## config.mk

```make
export PLATFORM = sky130hd
export DESIGN_NAME = key_multi
export DESIGN_NICKNAME = d
export VERILOG_FILES = /design/src/rtl/key_multi.sv
export SDC_FILE = /design/constraint.sdc
export NUM_CORES = 1
export LEC_CHECK = 0
export CAP_MARGIN = 20
export CORE_MARGIN = 2
export CORE_UTILIZATION = 30
export DETAILED_ROUTE_END_ITERATION = 8
export PLACE_DENSITY = 0.45
export SLEW_MARGIN = 0
export SYNTH_ARGS = -nofsm -noshare
export SYNTH_HDL_FRONTEND = slang
export SYNTH_SLANG_ARGS = --single-unit
```

## constraint.sdc

```tcl
create_clock -name clk_i -period 1.9 [get_ports clk_i]
set_input_delay 0.285 -clock clk_i [delete_from_list [all_inputs] [get_ports clk_i]]
set_output_delay 0.285 -clock clk_i [all_outputs]
set_load 0.05 [all_outputs]
```

## src/rtl/key_multi.sv

```systemverilog
// key_multi: multi-channel key debouncer with press/release/long-press/auto-repeat pulses
//   clk_i         system clock, rising edge
//   rst_n_i       asynchronous active-low reset
//   key_i         raw keys, active-low (0 = pressed)
//   key_state_o   debounced level per channel (1 = pressed)
//   key_press_o   one-cycle pulse on confirmed press
//   key_release_o one-cycle pulse on confirmed release
//   key_long_o    one-cycle pulse when the hold reaches LONG_MS
//   key_repeat_o  one-cycle pulse every REPEAT_MS after the long pulse while held
module key_multi #(
  parameter int CLK_FREQ    = 100000000,
  parameter int KEY_NUM     = 4,
  parameter int DEBOUNCE_MS = 10,
  parameter int LONG_MS     = 1000,
  parameter int REPEAT_MS   = 200
) (
  input  logic               clk_i,
  input  logic               rst_n_i,
  input  logic [KEY_NUM-1:0] key_i,
  output logic [KEY_NUM-1:0] key_state_o,
  output logic [KEY_NUM-1:0] key_press_o,
  output logic [KEY_NUM-1:0] key_release_o,
  output logic [KEY_NUM-1:0] key_long_o,
  output logic [KEY_NUM-1:0] key_repeat_o
);
  localparam int TICK_MAX     = CLK_FREQ / 1000 * DEBOUNCE_MS - 1;
  localparam int TW           = TICK_MAX > 0 ? $clog2(TICK_MAX + 1) : 1;
  localparam int LONG_TICKS   = LONG_MS / DEBOUNCE_MS;
  localparam int REPEAT_TICKS = REPEAT_MS / DEBOUNCE_MS;
  localparam int HW           = $clog2(LONG_TICKS + 1) + 1;
  localparam logic [TW-1:0] TICK_LAST = TW'(TICK_MAX);
  localparam logic [HW-1:0] LONG_C    = HW'(LONG_TICKS);
  localparam logic [HW-1:0] LONG_LAST = HW'(LONG_TICKS - 1);
  localparam logic [HW-1:0] REP_LAST  = HW'(REPEAT_TICKS - 1);

  typedef enum logic [1:0] {IDLE, PRESS_CHK, HELD, REL_CHK} state_t;

  logic [TW-1:0]      tick_cnt;
  logic               tick;
  logic [KEY_NUM-1:0] sync_a, sync_b;

  assign tick = tick_cnt == TICK_LAST;

  // synchronisers reset to "released" so no phantom press follows reset
  always_ff @(posedge clk_i or negedge rst_n_i)
    if (!rst_n_i) begin
      tick_cnt <= '0;
      sync_a   <= '1;
      sync_b   <= '1;
    end else begin
      tick_cnt <= tick ? '0 : tick_cnt + TW'(1);
      sync_a   <= key_i;
      sync_b   <= sync_a;
    end

  for (genvar k = 0; k < KEY_NUM; k++) begin : g_ch
    state_t        st, st_n;
    logic [HW-1:0] hold, hold_n, rep, rep_n;
    logic          low, press_n, rel_n, long_n, rpt_n;
    logic          press_q, rel_q, long_q, rpt_q;

    assign low = ~sync_b[k];

    always_ff @(posedge clk_i or negedge rst_n_i)
      if (!rst_n_i) begin
        st      <= IDLE;
        hold    <= '0;
        rep     <= '0;
        press_q <= 1'b0;
        rel_q   <= 1'b0;
        long_q  <= 1'b0;
        rpt_q   <= 1'b0;
      end else begin
        st      <= st_n;
        hold    <= hold_n;
        rep     <= rep_n;
        press_q <= press_n;
        rel_q   <= rel_n;
        long_q  <= long_n;
        rpt_q   <= rpt_n;
      end

    always_comb begin
      st_n    = st;
      hold_n  = hold;
      rep_n   = rep;
      press_n = 1'b0;
      rel_n   = 1'b0;
      long_n  = 1'b0;
      rpt_n   = 1'b0;
      if (tick) begin
        case (st)
          IDLE: st_n = low ? PRESS_CHK : IDLE;
          PRESS_CHK: begin
            st_n    = low ? HELD : IDLE;
            press_n = low;
            hold_n  = '0;
            rep_n   = '0;
          end
          default: begin
            if (st == REL_CHK && !low) begin
              st_n   = IDLE;
              rel_n  = 1'b1;
              hold_n = '0;
              rep_n  = '0;
            end else begin
              st_n = low ? HELD : REL_CHK;
              // once the hold counter has saturated, the repeat counter takes over
              if (hold == LONG_C) begin
                rpt_n = rep == REP_LAST;
                rep_n = rpt_n ? '0 : rep + HW'(1);
              end else begin
                long_n = hold == LONG_LAST;
                hold_n = hold + HW'(1);
              end
            end
          end
        endcase
      end
    end

    assign key_state_o[k]   = st == HELD || st == REL_CHK;
    assign key_press_o[k]   = press_q;
    assign key_release_o[k] = rel_q;
    assign key_long_o[k]    = long_q;
    assign key_repeat_o[k]  = rpt_q;
  end
endmodule

```

==> run_results.csv <==
group,metric,value,unit
grt,overflow,0,
min_path,hold_end,"sync_a[3]",
sta,setup_tns,-484,ps
clocking,cts_max_path_buffers,2,
critical_path,rr_endpoint,"g_ch[0].rpt_q",
sta,tightest_slew,598,ps
routing,vias_per_cell,4.99,
grt,grt_pass1_vias,5149,
power_and_ir_drop,irDropWorstVdd,591,uV
sta,clock_skew,15.5,ps
cells_and_area,layout_common_cells,"dfrtp_1, buf_4, nand2_1",
flow_run,max_cap_viol_count,0,
sta,setup_violations,19,
routing,ant_nets,0,
min_path,hp-class,"primary input to flip-flop",
sta,relSlewSlack,59.9,%
yosys,synth_enable_flop_cells,0,
cells_and_area,final_common_cell,"dfrtp_1",
critical_path,crit_path_end_kind,"flip-flop",
yosys,syn_inst,624,
critical_path,cp_slowest_cell,"dfrtp_1",
yosys,synth_area,5980,um^2
grt,grt_max_degree,37,
critical_path,critPathMaxFanout,5,
placement,place_area,7080,um^2
die,die_h,145,um
sta,max_freq,506,MHz
critical_path,startpoint_type,"flip-flop",
yosys,ys_seq_area_share,48.7,%
die,ios,26,
critical_path,ff2ff_setup_slack,-80,ps
routing,wl_met2,7000,um
sta,layout_setup_ws,-75.7,ps
routing,route.met3.wl,470,um
placement,placed_cells,970,
cells_and_area,layout-drive-gt1-share,32.6,%
placement,hpwl,9990,um
routing,met1_length,7130,um
yosys,synthArstFlopShare,100,%
critical_path,path_cells,"nor4b_4 > buf_4 > nand4_4 > nor3_4 > buf_4 > buf_6 > buf_8 > buf_6 > nand4_1 > nor3b_1",
critical_path,startpoint,"tick_cnt[8]",
critical_path,path_class,"flip-flop to flip-flop",
status,outcome,"complete, but fails checks",
grt,gr-usage-all-layers,14.5,%
clocking,clock_sinks,116,
cells_and_area,nets,773,
critical_path,reg2regPathDepth,10,
placement,dpl_worst_slack,-143,ps
die,row_count,51,
routing,firstDrtPassIters,4,
die,core-area,19500,um^2
die,die_x,145,um
clocking,cts_tree,"built",
placement,io_buffers,25,
routing,drt-wirelength-per-cell,14.4,um
die,die_area,21100,um^2
cells_and_area,syn2layout_area_growth,38.6,%
sta,rsz0062_at_grt,"true",
routing,routed.top_layer,"met4",
die,initial_core_util,30.6,%
power_and_ir_drop,p_leak,0.00357,uW
yosys,yosysWarnings,0,
clocking,cts_buffers,17,
placement,place.gp.congestion,0.843,
routing,totalWireLength,14800,um
critical_path,r2r-start,"tick_cnt[8]",
critical_path,crit_required,2230,ps
yosys,syn_area_per_cell,9.59,um^2
critical_path,arrival,2310,ps
sta,period_needed,1980,ps
clocking,root_buffer,"clkbuf_16",
status,violations,"negative setup slack",
cells_and_area,diodes,0,
yosys,ys_types,64,
power_and_ir_drop,power_density,672,nW/um^2
clocking,cts-htree-levels,4,
critical_path,worst_path_largest_cell_delay,400,ps
routing,vias,5127,
routing,post-route-drc-count,0,
grt,antenna_found_initial,0,
clocking,cts.clk_slew.worst_paths,60,ps
min_path,hold_path.startpoint,"key_i[3]",
sta,hold_viol,0,
cells_and_area,stdcell_area,8300,um^2
cells_and_area,fin_cells,1028,
grt,grt_pass1_wl,25000,um
routing,drt_iter0_drc,189,
yosys,synth_flop_cell,"dfrtp_1",
yosys,synth_nets,647,
yosys,ys_ff_latch,116,
sta,finalCritPeriodShare,104,%
min_path,hold_depth,1,
clocking,clk_latency,420,ps
sta,drv_slew,0,
-- final cells by class --
type                    instances  area (um^2)
clock buffers                  19          443
clock inverters                13          110
fillers                      1891        11200
inverters                      22         82.6
multi-input cells             451         3200
flip-flops and latches        116         2920
well taps                     265          332
repair buffers                142         1210
-- per-layer routing --
metal  up-vias  track usage, %
met4         0            5.83
met5         -               0
met3        15            3.74
met2        71            22.5
met1      2526            19.2
li1       2515               -
-- state kept, by name (all words and copies together), names as in the netlist, named ones only --
| register | cells |
|---|---|
| sync_a | 4 |
| g_ch.hold | 32 |
| sync_b | 4 |
| g_ch.rep | 32 |
| g_ch.long_q | 4 |
| g_ch.st | 4 |
| g_ch.rpt_q | 4 |
| tick_cnt | 20 |
| g_ch.rel_q | 4 |
| g_ch.press_q | 4 |
-- repair_timing --
| item | 4_1_cts | 5_1_grt |
|---|---|---|
| gates resized for setup | 29 | 109 |
| hold endpoints to repair | 26 | 0 |
| cloned | 0 | 0 |
| buffers inserted | 8 | 18 |
| setup endpoints to repair | 44 | 80 |
| hold buffers | 1 | 0 |
| pin swaps | 18 | 34 |
-- report_power, final --
| part | total (uW) | switching (uW) | internal, uW |
|---|---|---|---|
| clock network | 3000 | 1180 | 1820 |
| logic | 78.8 | 53.9 | 24.9 |
| registers | 2500 | 8.15 | 2490 |
| total | 5580 | 1240 | 4330 |
-- synth_stat cells (4+ instances only) --
master,number,share of area [%]
nor2_1,44,2.8
ha_1,17,3.6
or4_1,8,1.0
o211ai_1,4,0.50
nand2_1,66,4.1
dfrtp_1,108,45
o31ai_1,9,1.1
and2_1,8,0.84
xor2_1,10,1.5
clkbuf_1,13,0.82
nand4_1,21,2.2
and3_1,13,1.4
a31oi_1,11,1.2
o41ai_1,7,1.0
nand2b_1,9,0.94
and4_1,5,0.73
buf_2,4,0.33
inv_1,22,1.4
buf_4,17,2.1
xnor2_1,9,1.3
a21oi_1,10,0.84
o21ai_1,4,0.33
nand3_1,35,2.9
nor4_1,4,0.42
dfstp_2,8,3.5
o21ai_0,72,6.0
nor3_1,22,1.8
mux2i_1,6,1.0
a22o_1,4,0.59
nor3b_1,4,0.50
-- logic make-up (layout without fill, tap and decap cells) --
group | count (synthesis) | count (layout) | share of synthesized area, %
flops | 116 | 116 | 48.7
compound gates | 138 | 138 | 14.1
fa+ha+maj | 17 | 17 | 3.55
xor+xnor | 19 | 19 | 2.78
simple gates | 270 | 270 | 24.9
mux | 7 | 7 | 1.19
buf+inv | 57 | 196 | 4.73
-- stage by stage --
step	util (%)	hold slack [ps]	total power, uW
4_1_cts	39.9	252	5670
2_1_floorplan	-	-10.6	2540
3_5_place_dp	36.3	278	2620
6_report	42.5	264	5580
3_3_place_gp	36.3	270	2620
5_1_grt	42.5	251	5800
-- worst max-delay path: cells and delay by family, from the launching register on --
| kind | cells | cell delay [ps] |
|---|---|---|
| buffers and inverters | 5 | 620 |
| flip-flops | 1 | 400 |
| AND/OR/NAND/NOR | 5 | 860 |
-- how the worst max path moves through the flow --
stage                           end  slack, ps  depth (start not counted)
floorplan            g_ch[1].rep[5]        -40                          5
global placement    g_ch[3].hold[6]        -60                          6
detailed placement   g_ch[2].rep[3]       -140                          7
CTS                  g_ch[2].rep[3]        -90                          7
global route         g_ch[2].rep[6]       -190                          9
finish                g_ch[0].rpt_q        -80                         10
(Power assumes the default switching activity.)
